$ cat config.mk
export PLATFORM = sky130hd
export DESIGN_NAME = dmem_arbiter
export DESIGN_NICKNAME = d
export VERILOG_FILES = /design/src/rtl/dmem_arb_pkg.sv /design/src/rtl/dmem_arb_sel.sv /design/src/rtl/dmem_arbiter.sv
export SDC_FILE = /design/constraint.sdc
export NUM_CORES = 1
export LEC_CHECK = 0
export BUFFER_PORTS_ARGS = -buffer_cell sky130_fd_sc_hd__buf_2
export CELL_PAD_IN_SITES_DETAIL_PLACEMENT = 0
export CELL_PAD_IN_SITES_GLOBAL_PLACEMENT = 1
export CORE_AREA = 2 2 98 100
export DETAILED_ROUTE_END_ITERATION = 10
export DIE_AREA = 0 0 100 102
export PLACE_DENSITY = 0.89
export SLEW_MARGIN = 20
export SYNTH_ARGS = -nofsm -noshare
export SYNTH_HDL_FRONTEND = slang
export SYNTH_HIERARCHICAL = 1
export SYNTH_SLANG_ARGS = --single-unit
$ cat constraint.sdc
create_clock -name clk -period 4.6 [get_ports clk]
set_input_delay 0.46 -clock clk [delete_from_list [all_inputs] [get_ports clk]]
set_output_delay 0.46 -clock clk [all_outputs]
set_load 0.05 [all_outputs]
$ cat src/rtl/dmem_arb_pkg.sv
// Shared types and default sizes for the data-memory arbiter.
// Included by the grant selector and the top level.
package dmem_arb_pkg;

  localparam int ADDR_W_DEF   = 8;
  localparam int DATA_W_DEF   = 32;
  localparam int MAX_WAIT_DEF = 4;

  typedef enum logic {
    OWN_A = 1'b0,
    OWN_B = 1'b1
  } owner_e;

  typedef struct packed {
    logic                  we;
    logic [ADDR_W_DEF-1:0] addr;
    logic [DATA_W_DEF-1:0] wdata;
  } mem_req_t;

endpackage

$ cat src/rtl/dmem_arb_sel.sv
// Grant decision for the two memory requesters: fixed priority to A, with a
// saturating starvation counter that hands B the next cycle after MAX_WAIT A grants.
module dmem_arb_sel
  import dmem_arb_pkg::*;
#(
  parameter int MAX_WAIT = MAX_WAIT_DEF
) (
  input  logic clk,
  input  logic rst_n,
  input  logic a_req,
  input  logic b_req,
  output logic a_win,
  output logic b_win
);

  // At least one bit, so MAX_WAIT = 0 still elaborates (counter then stays 0).
  localparam int CW = (MAX_WAIT < 1) ? 1 : $clog2(MAX_WAIT + 1);

  logic [CW-1:0] r_wait_cnt;
  logic          w_sat;

  assign w_sat = (r_wait_cnt == CW'(MAX_WAIT));

  // Grants are gated by rst_n so every output reads 0 while reset is held.
  assign b_win = rst_n & b_req & (~a_req | w_sat);
  assign a_win = rst_n & a_req & ~b_win;

  always_ff @(posedge clk or negedge rst_n) begin
    if (!rst_n) begin
      r_wait_cnt <= '0;
    end else if (b_req && a_win) begin
      if (!w_sat) r_wait_cnt <= r_wait_cnt + 1'b1;
    end else begin
      r_wait_cnt <= '0;
    end
  end

endmodule

$ cat src/rtl/dmem_arbiter.sv
// Shares one single-port data memory between port A (load/store unit) and
// port B (loader/debug): one access per cycle, read data returned one cycle after grant.
module dmem_arbiter
  import dmem_arb_pkg::*;
#(
  parameter int ADDR_W   = ADDR_W_DEF,
  parameter int DATA_W   = DATA_W_DEF,
  parameter int MAX_WAIT = MAX_WAIT_DEF
) (
  input  logic              clk,
  input  logic              rst_n,
  input  logic              a_req,
  input  logic              a_we,
  input  logic [ADDR_W-1:0] a_addr,
  input  logic [DATA_W-1:0] a_wdata,
  output logic              a_gnt,
  output logic              a_rvalid,
  output logic [DATA_W-1:0] a_rdata,
  input  logic              b_req,
  input  logic              b_we,
  input  logic [ADDR_W-1:0] b_addr,
  input  logic [DATA_W-1:0] b_wdata,
  output logic              b_gnt,
  output logic              b_rvalid,
  output logic [DATA_W-1:0] b_rdata,
  output logic [31:0]       mem_address,
  output logic [DATA_W-1:0] mem_write_data,
  output logic              mem_write_enable,
  output logic              mem_read_enable,
  input  logic [DATA_W-1:0] mem_read_data
);

  logic              w_a_win;
  logic              w_b_win;
  logic              w_any;
  logic              w_we;
  logic [ADDR_W-1:0] w_addr;
  logic [DATA_W-1:0] w_wdata;

  logic              r_rd_pend;
  owner_e            r_rd_own;

  dmem_arb_sel #(
    .MAX_WAIT (MAX_WAIT)
  ) u_sel (
    .clk   (clk),
    .rst_n (rst_n),
    .a_req (a_req),
    .b_req (b_req),
    .a_win (w_a_win),
    .b_win (w_b_win)
  );

  assign w_any = w_a_win | w_b_win;

  // Winner mux; with no winner every field falls back to 0.
  always_comb begin
    w_we    = 1'b0;
    w_addr  = '0;
    w_wdata = '0;
    if (w_b_win) begin
      w_we    = b_we;
      w_addr  = b_addr;
      w_wdata = b_wdata;
    end else if (w_a_win) begin
      w_we    = a_we;
      w_addr  = a_addr;
      w_wdata = a_wdata;
    end
  end

  assign a_gnt            = w_a_win;
  assign b_gnt            = w_b_win;
  assign mem_write_enable = w_any & w_we;
  assign mem_read_enable  = w_any & ~w_we;
  assign mem_address      = {{(32-ADDR_W){1'b0}}, w_addr};
  assign mem_write_data   = w_wdata;

  // One-deep read tag: the memory returns data the cycle after the grant,
  // so a new grant may overlap the returning read.
  always_ff @(posedge clk or negedge rst_n) begin
    if (!rst_n) begin
      r_rd_pend <= 1'b0;
      r_rd_own  <= OWN_A;
    end else begin
      r_rd_pend <= w_any & ~w_we;
      r_rd_own  <= w_b_win ? OWN_B : OWN_A;
    end
  end

  assign a_rvalid = r_rd_pend & (r_rd_own == OWN_A);
  assign b_rvalid = r_rd_pend & (r_rd_own == OWN_B);
  assign a_rdata  = a_rvalid ? mem_read_data : '0;
  assign b_rdata  = b_rvalid ? mem_read_data : '0;

endmodule
==> results of run 1 <==
flip-flops by register name, summed over array words and instances (netlist names):
register and cells:
r_rd_own 1, r_rd_pend 1, u_sel/r_wait_cnt 3
final timing paths:
path                                                        end                       startpoint  slack (ns)  cells past startpoint
max in group asynchronous                    r_rd_own$_DFF_PN0_                            rst_n        4.36                      1
worst min register to register  u_sel/r_wait_cnt[0]$_DFFE_PN0P_  u_sel/r_wait_cnt[0]$_DFFE_PN0P_        0.48                      1
worst max-delay path                         mem_write_data[19]  u_sel/r_wait_cnt[0]$_DFFE_PN0P_        1.76                      8
worst max register to register              r_rd_pend$_DFF_PN0_  u_sel/r_wait_cnt[0]$_DFFE_PN0P_        2.66                      7
worst min-delay path                        r_rd_pend$_DFF_PN0_                            rst_n        0.08                      1
min in group clk                u_sel/r_wait_cnt[0]$_DFFE_PN0P_  u_sel/r_wait_cnt[0]$_DFFE_PN0P_        0.48                      1
power by group through the flow:
stage          registers [mW]  logic (mW)  clock network, mW
3_5_place_dp           0.0502       0.320                  0
5_1_grt                0.0501       0.335             0.0893
2_1_floorplan          0.0475       0.246                  0
6_report               0.0497       0.318             0.0811
4_1_cts                0.0496       0.320             0.0856
3_3_place_gp           0.0499       0.319                  0
stage by stage:
| step | worst slack [ns] | instance area [um^2] | std cells |
|---|---|---|---|
| finish | 1.76 | 2470 | 502 |
| detailed placement | 1.99 | 2430 | 498 |
| global route | 1.63 | 2470 | 502 |
| global placement | 2.04 | 2430 | 498 |
| floorplan | 1.66 | 1420 | 200 |
| CTS | 1.73 | 2470 | 502 |
worst max-delay path: cells and delay by family, from the launching register on:
| kind | cells | cell delay (ns) |
|---|---|---|
| buffers and inverters | 3 | 0.71 |
| AO/OA/AOI/OAI | 2 | 0.66 |
| flip-flops | 1 | 0.37 |
| adder cells (fa/ha/maj) | 1 | 0.22 |
| AND/OR/NAND/NOR | 2 | 0.19 |
metal layers:
layer  GRT usage  share of wire  up-vias
met5           0              0        -
met4      0.0337          0.012        0
met3      0.0335           0.12        4
met2       0.217           0.52      152
met1       0.102           0.35      899
li1            -              -     1012
cell type report:
type | count | area [um^2] | share of cell area
timing repair buffer | 230 | 1160 | 0.469
clock buffer | 4 | 45.0 | 0.0182
tap | 111 | 139 | 0.0562
inverter | 4 | 15.0 | 0.00607
sequential | 5 | 125 | 0.0506
multi-input combinational | 148 | 990 | 0.400
cells by family after synthesis:
family / Yosys count
flip-flops: 5
AND/OR/NAND/NOR: 77
AO/OA/AOI/OAI: 45
adder cells (fa/ha/maj): 2
other: 1
buffers and inverters: 47
cells in the mapped netlist (all sizes together):
master / number / area share
buf: 34 / 0.20
and2: 33 / 0.15
a21boi: 1 / 0.0056
or3b: 1 / 0.0066
dfrtp: 5 / 0.094
nor2: 1 / 0.0028
nor2b: 2 / 0.017
a22o: 41 / 0.27
nand2: 4 / 0.011
ha: 2 / 0.019
and4: 1 / 0.0066
a21oi: 1 / 0.0037
a31oi: 1 / 0.0047
clkbuf: 9 / 0.025
nor3b: 1 / 0.0056
nand2b: 1 / 0.0047
nand3: 1 / 0.0037
o21ai: 1 / 0.0037
and3: 32 / 0.15
inv: 4 / 0.011
conb: 1 / 0.0028
==> metrics.yaml, run 1 <==
outcome:
  status: "finished, final reports clean"
cts:
  holdBufCountCts: 0
  cts_tree: "yes"
  cts_root_buffer: "clkbuf_8"
  clock_latency_ns: 0.22
  clockBufferDepth: 2
  numCtsBuffers: 3
  cts_max_level: 1
  cts_resized: 0
  post_cts_buffers: 0
  clk_pin_slew_worst_paths_ns: 0.04
  clock-sinks: 5
critical_path:
  crit_path_start_kind: "flip-flop"
  cp_cell_sequence: "inv_1, ha_1, a21boi_0, nor2_4, nor2b_2, buf_4, a22o_1, buf_2"
  arrival_ns: 2.38
  max_stage_delay_ns: 0.43
  required_ns: 4.14
  cp_max_fo: 41
  cp-end-kind: "output port"
  path_class: "reg -> out"
  slowest_stage: "a21boi_0"
pwr:
  p_leak_nw: 1.73
  p_clk_frac: 0.181
  power.total_mw: 0.449
  ir_drop_mv: 0.0907
  combinationalPowerShare: 0.709
  swShare: 0.578
  p_seq_frac: 0.111
  p_sw_mw: 0.259
  p_per_area_mw_per_mm2: 182
  power.internal_mw: 0.190
sta:
  fin_crit_sh: 0.618
  tightest_slew_ns: 0.804
  maxSlewHeadroom: 0.464
  setup_viol: 0
  finClkSkew_ns: 0.000723
  min_period_ns: 2.84
  rsz0062_at_grt: "false"
  tns_ns: 0
  max_freq_mhz: 352
  hold_violations: 0
  slew_violations: 0
  worst_hold_slack_ns: 0.0762
route:
  drt_iter0_drc: 20
  wirelength_mm: 6.40
  drc: 0
  drt.antenna.violating_nets: 0
  wl_per_cell_um: 12.7
  first_pass_iters: 4
  vias: 2067
  avgViaCountPerCell: 4.12
synthesis:
  synth_cells: 177
  synthAdderAreaFrac: 0.0187
  synth-seq-area-share: 0.0936
  ys_ff_latch: 5
  yosys_warnings: 6
  synth-xor-area-share: 0
  syn_avg_cell_area_um2: 7.55
  synthMuxAreaShare: 0
  synth_cell_types: 24
  synthesis.area_mm2: 0.00134
  synth-simple-area-share: 0.362
  synth_compound_area_frac: 0.287
  synth_top_family_by_area: "simple AND/OR/NAND/NOR gates"
global_routing:
  first_global_vias: 1806
  grt_pass1_wl_mm: 8.57
  grt_max_degree: 46
  grt_use_total: 0.107
  gr-total-overflow: 0
  antenna_found_initial: 0
worst_hold_path:
  hold_path_class: "in -> async"
die:
  start_util: 0.147
  coreArea_mm2: 0.00911
  rows: 35
  die-area_mm2: 0.0102
  io_pins: 252
  die_w_um: 100
  die_h_um: 102
placement:
  place_congestion: 0.726
  place_hpwl_mm: 5.67
  io_buffers: 227
cells_and_area:
  mostFrequentLayoutCell: "buf_2"
  final_layout_size_suffix_gt1_frac: 0.604
  nFillCells: 1011
  mostFrequentLayoutCells: "buf_2 (227), a22o_1 (41), and2_1 (33), and3_1 (32), conb_1 (24)"
  final_core_util: 0.271
  syn_to_final_growth_pct: 85.0
  final_nets: 512
  antenna_cells: 0
flow_run:
  max_cap_violations: 0
Note: power is estimated with default switching activity, not from simulation.
==> run 2: changes to the inputs <==
- CORE_AREA: 2 2 98 100 -> unset
- CORE_MARGIN: unset -> 2
- CORE_UTILIZATION: unset -> 13
- DIE_AREA: 0 0 100 102 -> unset
- PLACE_DENSITY: 0.89 -> 0.84
- clock period: 4.6 -> 2.3 ns (I/O delays scaled with it)
==> metrics.yaml, run 2 (synthesized netlist as in run 1, its figures left out) <==
cells_and_area:
  nFillCells: 1071
  final_nets: 517
  design_area_mm2: 0.00285
  mostFrequentLayoutCells: "buf_2 (186), a22o_2 (40), buf_4 (34), and2_1 (33), and3_1 (32)"
  largest_reg_flops: 3
  top_regs: "u_sel/r_wait_cnt: 3 flops, r_rd_own: 1 flops, r_rd_pend: 1 flops"
  final_layout_size_suffix_gt1_frac: 0.720
  largest_register: "u_sel/r_wait_cnt"
  antenna_cells: 0
  mostFrequentLayoutCell: "buf_2"
  syn_to_final_growth_pct: 113
critical_path:
  arrival_ns: 1.96
  crit_path_start_kind: "flip-flop"
  cp-end-kind: "output port"
  cp_max_fo: 20
  path_class: "reg -> out"
  rr_worst_depth: 8
  required_ns: 2.07
placement:
  place_hpwl_mm: 5.10
  place_congestion: 0.723
  placed_area_mm2: 0.00263
  io_buffers: 227
pwr:
  power.total_mw: 0.983
  p_clk_frac: 0.171
  p_leak_nw: 1.82
  combinationalPowerShare: 0.735
  power.internal_mw: 0.444
  p_sw_mw: 0.539
  p_seq_frac: 0.095
  ir_drop_mv: 0.131
  swShare: 0.548
  p_per_area_mw_per_mm2: 345
global_routing:
  gr-total-overflow: 0
  first_global_vias: 1847
  antenna_found_initial: 0
  grt_pass1_wl_mm: 8.92
  grt_max_degree: 42
  grt_use_total: 0.0973
die:
  coreArea_mm2: 0.0101
  io_pins: 252
  die_w_um: 105
  start_util: 0.132
  die-area_mm2: 0.0111
  die_h_um: 105
  rows: 37
route:
  drc: 0
  first_pass_iters: 4
  drt_iter0_drc: 132
  drt.antenna.violating_nets: 0
  wirelength_mm: 6.39
  wl_per_cell_um: 12.0
  avgViaCountPerCell: 3.95
  vias: 2100
cts:
  cts_root_buffer: "clkbuf_8"
  numCtsBuffers: 3
  clock_latency_ns: 0.22
  clk_pin_slew_worst_paths_ns: 0.04
  clock-sinks: 5
  cts_max_level: 1
  cts_tree: "yes"
  clockBufferDepth: 2
sta:
  tightest_slew_ns: 0.563
  setup_viol: 0
  slew_violations: 0
  tns_ns: 0
  hold_violations: 0
  maxSlewHeadroom: 0.624
  finClkSkew_ns: 0.00162
  fin_crit_sh: 0.951
  max_freq_mhz: 457
  min_period_ns: 2.19
outcome:
  status: "finished, final reports clean"
flow_run:
  max_cap_violations: 0
worst_hold_path:
  hold_path_class: "in -> reg"
  whs_path_depth: 3
[run 2: area by class of cell]
| cell class | count | area (um^2) | share of cell area |
|---|---|---|---|
| clock buffers | 4 | 45.0 | 0.0158 |
| multi-input cells | 148 | 1080 | 0.380 |
| repair buffers | 235 | 1410 | 0.495 |
| flip-flops and latches | 5 | 125 | 0.0439 |
| inverters | 4 | 15.0 | 0.00526 |
| well taps | 136 | 170 | 0.0596 |
[run 2: per-stage QoR]
stage	setup WS, ns	utilization	hold slack [ns]	std cells
after floorplan	0.0594	-	-0.0656	200
after global placement	0.265	0.259	0.0885	525
after detailed placement	0.200	0.259	0.0850	525
after CTS	0.00384	0.273	0.271	530
after global routing	-0.0104	0.281	0.271	532
final	0.112	0.281	0.279	532
[run 2: worst paths after layout]
check,startpoint,to,slack [ns]
min in group asynchronous,rst_n,u_sel/r_wait_cnt[0]$_DFFE_PN0P_,0.48
max in group asynchronous,rst_n,u_sel/r_wait_cnt[1]$_DFFE_PN0P_,1.60
min,a_req,u_sel/r_wait_cnt[2]$_DFFE_PN0P_,0.28
max,u_sel/r_wait_cnt[0]$_DFFE_PN0P_,mem_write_data[30],0.11
max reg2reg,u_sel/r_wait_cnt[0]$_DFFE_PN0P_,r_rd_pend$_DFF_PN0_,0.62
min reg2reg,u_sel/r_wait_cnt[0]$_DFFE_PN0P_,u_sel/r_wait_cnt[0]$_DFFE_PN0P_,0.48
[run 2: critical path, cell delays in order, from the launching register on]
cell,delay [ns]
dfrtp_1,0.39
inv_2,0.08
ha_4,0.15
a21boi_0,0.08
buf_4,0.16
nor2_4,0.19
nor2b_4,0.09
clkbuf_16,0.19
a22o_2,0.22
buf_4,0.19
[run 2: what timing repair did]
item,CTS,global route
resized for setup,35,12
endpoints found under the hold margin,5,0
endpoints found under the setup margin,36,41
hold buffers,1,0
setup buffers,0,1
cloned,0,1
pin swaps,1,1
[run 2: routing by layer]
metal,track usage,vias to the layer above,share of wire
met5,0,-,0
met4,0.0171,0,0.0034
met3,0.0247,2,0.10
met2,0.182,147,0.50
met1,0.112,926,0.39
li1,-,1025,-
[run 2: power by group through the flow]
stage	registers, mW	clock network [mW]	logic, mW
after floorplan	0.0949	0	0.508
after global placement	0.0947	0	0.672
after detailed placement	0.0945	0	0.680
after CTS	0.0934	0.174	0.706
after global routing	0.0936	0.186	0.757
final	0.0933	0.168	0.722
